### config.mk
export PLATFORM = sky130hd
export DESIGN_NAME = sha256_stream_core_flat
export DESIGN_NICKNAME = d
export VERILOG_FILES = /design/src/rtl/sha256_stream_core_if.sv /design/src/rtl/sha256_stream_core.sv /design/src/flat_wrapper.sv
export SDC_FILE = /design/constraint.sdc
export NUM_CORES = 2
export LEC_CHECK = 0
export BUFFER_PORTS_ARGS = -buffer_cell sky130_fd_sc_hd__buf_2
export CAP_MARGIN = 20
export CORE_MARGIN = 2
export CORE_UTILIZATION = 35
export DETAILED_ROUTE_END_ITERATION = 8
export HOLD_SLACK_MARGIN = 0.12
export SYNTH_ARGS = -nofsm -noshare
export SYNTH_HDL_FRONTEND = slang
export SYNTH_SLANG_ARGS = --single-unit
### constraint.sdc
create_clock -name clk -period 11.9 [get_ports clk]
set_input_delay 3.57 -clock clk [delete_from_list [all_inputs] [get_ports clk]]
set_output_delay 3.57 -clock clk [all_outputs]
set_load 0.01 [all_outputs]
### src/rtl/sha256_stream_core_if.sv
// Block-input and digest-output handshakes of the SHA-256 stream core.
// The master side is the block source / digest sink, the slave side is the core.
interface sha256_stream_core_if;
   logic         in_valid;
   logic         in_ready;
   logic [511:0] in_block;
   logic         in_first;
   logic         in_last;
   logic         out_valid;
   logic         out_ready;
   logic [255:0] digest;

   modport master (
      output in_valid, in_block, in_first, in_last, out_ready,
      input  in_ready, out_valid, digest
   );

   modport slave (
      input  in_valid, in_block, in_first, in_last, out_ready,
      output in_ready, out_valid, digest
   );
endinterface

### src/rtl/sha256_stream_core.sv
// Multi-block SHA-256 compression engine: chains hash state across pre-padded
// 512-bit blocks and runs 1, 2 or 4 rounds per cycle over a rolling schedule.
module sha256_stream_core #(
   parameter int ROUNDS_PER_CYCLE = 1,
   parameter int COUNT_W          = 16
) (
   input  logic               clk,
   input  logic               reset,
   sha256_stream_core_if.slave bus,
   output logic               busy,
   output logic [COUNT_W-1:0] msg_count
);

   if (ROUNDS_PER_CYCLE != 1 && ROUNDS_PER_CYCLE != 2 && ROUNDS_PER_CYCLE != 4) begin : g_bad_rounds
      $error("sha256_stream_core: ROUNDS_PER_CYCLE must be 1, 2 or 4");
   end

   localparam int         R      = ROUNDS_PER_CYCLE;
   localparam logic [6:0] R_STEP = 7'(ROUNDS_PER_CYCLE);

   localparam logic [31:0] IV [8] = '{
      32'h6a09e667, 32'hbb67ae85, 32'h3c6ef372, 32'ha54ff53a,
      32'h510e527f, 32'h9b05688c, 32'h1f83d9ab, 32'h5be0cd19
   };

   localparam logic [31:0] K [64] = '{
      32'h428a2f98, 32'h71374491, 32'hb5c0fbcf, 32'he9b5dba5, 32'h3956c25b, 32'h59f111f1, 32'h923f82a4, 32'hab1c5ed5,
      32'hd807aa98, 32'h12835b01, 32'h243185be, 32'h550c7dc3, 32'h72be5d74, 32'h80deb1fe, 32'h9bdc06a7, 32'hc19bf174,
      32'he49b69c1, 32'hefbe4786, 32'h0fc19dc6, 32'h240ca1cc, 32'h2de92c6f, 32'h4a7484aa, 32'h5cb0a9dc, 32'h76f988da,
      32'h983e5152, 32'ha831c66d, 32'hb00327c8, 32'hbf597fc7, 32'hc6e00bf3, 32'hd5a79147, 32'h06ca6351, 32'h14292967,
      32'h27b70a85, 32'h2e1b2138, 32'h4d2c6dfc, 32'h53380d13, 32'h650a7354, 32'h766a0abb, 32'h81c2c92e, 32'h92722c85,
      32'ha2bfe8a1, 32'ha81a664b, 32'hc24b8b70, 32'hc76c51a3, 32'hd192e819, 32'hd6990624, 32'hf40e3585, 32'h106aa070,
      32'h19a4c116, 32'h1e376c08, 32'h2748774c, 32'h34b0bcb5, 32'h391c0cb3, 32'h4ed8aa4a, 32'h5b9cca4f, 32'h682e6ff3,
      32'h748f82ee, 32'h78a5636f, 32'h84c87814, 32'h8cc70208, 32'h90befffa, 32'ha4506ceb, 32'hbef9a3f7, 32'hc67178f2
   };

   typedef enum logic [1:0] {IDLE, COMPUTE, FINAL, OUTPUT} state_t;

   function automatic logic [31:0] rotr(input logic [31:0] x, input int n);
      return (x >> n) | (x << (32 - n));
   endfunction

   function automatic logic [31:0] big_sigma0(input logic [31:0] x);
      return rotr(x, 2) ^ rotr(x, 13) ^ rotr(x, 22);
   endfunction

   function automatic logic [31:0] big_sigma1(input logic [31:0] x);
      return rotr(x, 6) ^ rotr(x, 11) ^ rotr(x, 25);
   endfunction

   function automatic logic [31:0] small_sigma0(input logic [31:0] x);
      return rotr(x, 7) ^ rotr(x, 18) ^ (x >> 3);
   endfunction

   function automatic logic [31:0] small_sigma1(input logic [31:0] x);
      return rotr(x, 17) ^ rotr(x, 19) ^ (x >> 10);
   endfunction

   state_t             state;
   logic [31:0]        h [8];
   logic [31:0]        v [8];
   logic [31:0]        w [16];
   logic [6:0]         rnd;
   logic               last_r;
   logic               out_valid_r;
   logic [255:0]       digest_r;

   logic [31:0]        blk_words [16];
   logic [31:0]        cv [8];
   logic [31:0]        h_sum [8];
   logic [31:0]        s_next [8];
   logic [31:0]        ext [16 + R];
   logic [31:0]        w_next [16];
   logic [31:0]        t1;
   logic [31:0]        t2;

   assign bus.in_ready  = (state == IDLE);
   assign bus.out_valid = out_valid_r;
   assign bus.digest    = digest_r;
   assign busy          = (state != IDLE);

   // Round datapath: R chained rounds plus R new schedule words per cycle;
   // later schedule words of the same cycle feed on the earlier ones via ext.
   always_comb begin
      t1 = '0;
      t2 = '0;
      for (int i = 0; i < 16; i++) begin
         blk_words[i] = bus.in_block[511 - 32*i -: 32];
      end
      for (int i = 0; i < 8; i++) begin
         cv[i]     = bus.in_first ? IV[i] : h[i];
         h_sum[i]  = h[i] + v[i];
         s_next[i] = v[i];
      end
      for (int i = 0; i < 16 + R; i++) begin
         ext[i] = (i < 16) ? w[i] : 32'h0;
      end
      for (int j = 0; j < R; j++) begin
         t1 = s_next[7] + big_sigma1(s_next[4])
            + ((s_next[4] & s_next[5]) ^ (~s_next[4] & s_next[6]))
            + K[rnd[5:0] + 6'(j)] + ext[j];
         t2 = big_sigma0(s_next[0])
            + ((s_next[0] & s_next[1]) ^ (s_next[0] & s_next[2]) ^ (s_next[1] & s_next[2]));
         s_next[7] = s_next[6];
         s_next[6] = s_next[5];
         s_next[5] = s_next[4];
         s_next[4] = s_next[3] + t1;
         s_next[3] = s_next[2];
         s_next[2] = s_next[1];
         s_next[1] = s_next[0];
         s_next[0] = t1 + t2;
      end
      for (int j = 0; j < R; j++) begin
         ext[16 + j] = small_sigma1(ext[14 + j]) + ext[9 + j]
                     + small_sigma0(ext[1 + j]) + ext[j];
      end
      for (int i = 0; i < 16; i++) begin
         w_next[i] = ext[i + R];
      end
   end

   // Control FSM; a block's chaining value is loaded into both H and the
   // working variables on accept so FINAL can fold them back together.
   always_ff @(posedge clk) begin
      if (!reset) begin
         state       <= IDLE;
         h           <= IV;
         v           <= '{default: 32'h0};
         w           <= '{default: 32'h0};
         rnd         <= '0;
         last_r      <= 1'b0;
         out_valid_r <= 1'b0;
         digest_r    <= '0;
         msg_count   <= '0;
      end else begin
         case (state)
            IDLE: begin
               if (bus.in_valid) begin
                  w      <= blk_words;
                  v      <= cv;
                  h      <= cv;
                  last_r <= bus.in_last;
                  rnd    <= '0;
                  state  <= COMPUTE;
               end
            end
            COMPUTE: begin
               // rnd parks at 64 for one cycle before FINAL
               if (rnd == 7'd64) begin
                  state <= FINAL;
               end else begin
                  v   <= s_next;
                  w   <= w_next;
                  rnd <= rnd + R_STEP;
               end
            end
            FINAL: begin
               h <= h_sum;
               if (last_r) begin
                  digest_r    <= {h_sum[0], h_sum[1], h_sum[2], h_sum[3],
                                  h_sum[4], h_sum[5], h_sum[6], h_sum[7]};
                  out_valid_r <= 1'b1;
                  state       <= OUTPUT;
               end else begin
                  state <= IDLE;
               end
            end
            OUTPUT: begin
               if (bus.out_ready) begin
                  out_valid_r <= 1'b0;
                  msg_count   <= msg_count + COUNT_W'(1);
                  state       <= IDLE;
               end
            end
            default: state <= IDLE;
         endcase
      end
   end

endmodule
### src/flat_wrapper.sv
// flat-port wrapper written by rule: the top's interface ports become plain ports
module sha256_stream_core_flat 
#(
   parameter int ROUNDS_PER_CYCLE = 1,
   parameter int COUNT_W          = 16
)
  (clk, reset, busy, msg_count, bus_in_valid, bus_in_block, bus_in_first, bus_in_last, bus_out_ready, bus_in_ready, bus_out_valid, bus_digest);
  sha256_stream_core_if bus_i ();
  input  logic clk;
  input  logic reset;
  output logic busy;
  output logic [COUNT_W-1:0] msg_count;
  input wire logic [$bits(bus_i.in_valid)-1:0] bus_in_valid;
  input wire logic [$bits(bus_i.in_block)-1:0] bus_in_block;
  input wire logic [$bits(bus_i.in_first)-1:0] bus_in_first;
  input wire logic [$bits(bus_i.in_last)-1:0] bus_in_last;
  input wire logic [$bits(bus_i.out_ready)-1:0] bus_out_ready;
  output wire logic [$bits(bus_i.in_ready)-1:0] bus_in_ready;
  output wire logic [$bits(bus_i.out_valid)-1:0] bus_out_valid;
  output wire logic [$bits(bus_i.digest)-1:0] bus_digest;
  assign bus_i.in_valid = bus_in_valid;
  assign bus_i.in_block = bus_in_block;
  assign bus_i.in_first = bus_in_first;
  assign bus_i.in_last = bus_in_last;
  assign bus_i.out_ready = bus_out_ready;
  assign bus_in_ready = bus_i.in_ready;
  assign bus_out_valid = bus_i.out_valid;
  assign bus_digest = bus_i.digest;
  sha256_stream_core #(.ROUNDS_PER_CYCLE(ROUNDS_PER_CYCLE), .COUNT_W(COUNT_W)) u_core (.clk(clk), .reset(reset), .bus(bus_i), .busy(busy), .msg_count(msg_count));
endmodule
==> flow_summary.yaml <==
sta:
  setup_tns_ps: 0
  hold_viol: 0
  worstMarginPinSlew_ps: 1230
  setup_violations: 0
  max_clock_freq_ghz: 0.104
  slew_headroom_pct: 17.9
  min_period_ps: 9610
  drv_slew: 0
  fin_hold_ws_ps: 450
  rsz0062_at_grt: "false"
  timing.final.crit_share_pct: 80.8
  fin_skew_ps: 86.6
cts:
  clock_latency_ps: 880
  cts_max_level: 4
  cts.sinks: 1307
  cts_buffers: 154
  clkTransAtPathRegs_ps: 60
  root_buffer: "clkbuf_16"
  cts_resized: 0
  cts_hold_buf: 0
  cts_buffer_depth: 3
  cts_setup_buffers: 0
  cts_tree: "built"
drt:
  ant_nets: 0
  num_vias: 73700
  wl_microns: 341000
  dr.pass1.iters: 8
  wl_per_cell_microns: 27.1
  vias_per_cell: 5.86
  first_iter_violations: 9036
  drc_errors: 0
synthesis:
  syn_area_sq_mm: 0.0754
  syn_inst: 9260
  yosysUniqueCellTypes: 95
  async_flop_share_pct: 0
  synth-main-ff-cell: "dfxtp_1"
  synth_area_per_cell_sq_um: 8.14
  yosys_warnings: 0
  syn_nets: 10400
  ys_seq_area_share_pct: 34.7
  synth-seq-cells: 1307
  synth-edff-count: 0
setup_path:
  required_ps: 12630
  critPathMaxFanout: 20
  r2r_slack_ps: 2290
  crit_end: "u_core.s_next[222]"
  startpoint: "u_core.rnd[1]"
  cp_slowest_cell: "ha_1"
  setup.worst_path.class: "flip-flop to flip-flop"
  cpPeakStageDelay_ps: 710
  crit_arrival_ps: 10340
  ff2ff_path_depth: 37
  critical_path.startpoint_type: "flip-flop"
  end_kind: "flip-flop"
  worstReg2RegStart: "u_core.rnd[1]"
  regToRegEndpoint: "u_core.s_next[222]"
hold_path:
  min_from: "u_core.bus.digest[150]"
  hp-class: "flip-flop to flip-flop"
  hold_depth: 2
global_route:
  grt_max_degree: 223
  grt_pass1_vias: 68400
  grt_use_total_pct: 29.8
  grt_pass1_wl_microns: 482000
  antenna_found_initial: 85
  grt_overflow_total: 0
placement:
  place_area_sq_mm: 0.0812
  hpwl_microns: 254000
  port_buffers: 792
  post-place-cells: 12300
  gp_congestion: 1.05
power:
  finalPower_w: 0.0298
  p_per_area_mw_per_mm2: 344
  leakage_nw: 35.5
  peakVddDrop_v: 0.000539
layout:
  syn2layout_area_growth_pct: 14.9
  fin_nets: 10700
  layout_common_cells: "nand2_1 (1440), dfxtp_1 (1303), a21oi_1 (1096)"
  final_area_sq_mm: 0.0866
  final_cells: 12600
  final_common_cell: "nand2_1"
  drive_gt1_share_pct: 12.4
die:
  fp.dieH_microns: 468
  die_area_sq_mm: 0.219
  core_area_sq_mm: 0.214
  row_count: 170
  io_pins: 793
  die_w_microns: 468
  start_util_pct: 35.2
flow_run:
  drv_cap: 0
outcome:
  status: "finished clean"
-- sequential cells by signal (all words and copies together), names as in the netlist --
register,flops
u_core.state,2
u_core.v,64
u_core.last_r,1
u_core.h,256
u_core.ext,512
u_core.bus.out_valid,1
u_core.msg_count,16
u_core.s_next,192
u_core.bus.digest,256
u_core.rnd,7
-- critical path, delay by kind of cell (launching register included) --
kind / cells / cell delay [ps]
XOR/XNOR: 1 / 460
adder cells (fa/ha/maj): 7 / 3100
buffers and inverters: 7 / 990
AO/OA/AOI/OAI: 15 / 3120
AND/OR/NAND/NOR: 7 / 1500
flip-flops: 1 / 300
-- report_power, final --
| group | leakage, nW | switching, W | internal, W |
|---|---|---|---|
| logic | 22.3 | 0.0120 | 0.00751 |
| clock network | 2.55 | 0.00217 | 0.00279 |
| registers | 10.7 | 0.000644 | 0.00467 |
-- cell families after synthesis --
logic type / count (synthesis) / share of synthesized area, %
AOI/OAI and AO/OA: 3074 / 26.1
and+or+nand+nor: 2635 / 14.6
DFF: 1307 / 34.7
buffers and inverters: 984 / 4.90
adders and majority gates: 616 / 12.1
xor gates and xnor gates: 593 / 6.90
muxes: 51 / 0.787
-- final cells by class --
type	count	area [sq um]
clock buffers	204	4220
well taps	2838	3550
diodes	41	103
inverters	266	1010
repair buffers	881	4820
flip-flops and latches	1307	26200
multi-input cells	6969	45700
fillers	21900	128000
clock inverters	74	1080
-- cell usage after synthesis, drive strengths merged (36+ instances only) --
cell type | instances | share of area (%)
a211oi | 79 | 0.80
a21o | 166 | 1.7
a21oi | 1099 | 7.3
a222oi | 85 | 1.1
a22oi | 561 | 5.6
a311oi | 37 | 0.44
a31oi | 152 | 1.3
and3 | 50 | 0.41
buf | 36 | 0.18
clkbuf | 682 | 3.4
dfxtp | 1307 | 35
fa | 195 | 5.2
ha | 395 | 6.6
inv | 263 | 1.3
mux2i | 39 | 0.52
nand2 | 1444 | 7.2
nand2b | 58 | 0.48
nand3 | 122 | 0.81
nor2 | 678 | 3.4
nor2b | 63 | 0.52
nor3 | 89 | 0.59
o211ai | 86 | 0.86
o21a | 80 | 0.80
o21ai | 447 | 3.0
o22ai | 36 | 0.30
xnor2 | 414 | 4.8
xor2 | 179 | 2.1
-- metal layers --
metal	global-route usage, %	vias up	wire, microns
li1	-	33400	-
met1	39.8	35800	141000
met2	45.4	3702	148000
met3	6.90	750	33500
met4	13.6	68	17300
met5	0	-	404
-- worst min path at each step --
stage                        endpoint  slack [ps]
2_1_floorplan           u_core.rnd[6]         420
3_3_place_gp   u_core.bus.digest[109]         440
3_5_place_dp   u_core.bus.digest[169]         440
4_1_cts        u_core.bus.digest[150]         450
5_1_grt               u_core.ext[423]         460
6_report       u_core.bus.digest[150]         450
-- stage by stage --
| stage | setup WS (ps) | util (%) |
|---|---|---|
| 2_1_floorplan | 3630 | - |
| 6_report | 2290 | 40.4 |
| 3_5_place_dp | 2410 | 37.9 |
| 5_1_grt | 1550 | 40.4 |
| 4_1_cts | 2330 | 40.3 |
| 3_3_place_gp | 2380 | 37.9 |
(Power assumes the default switching activity.)
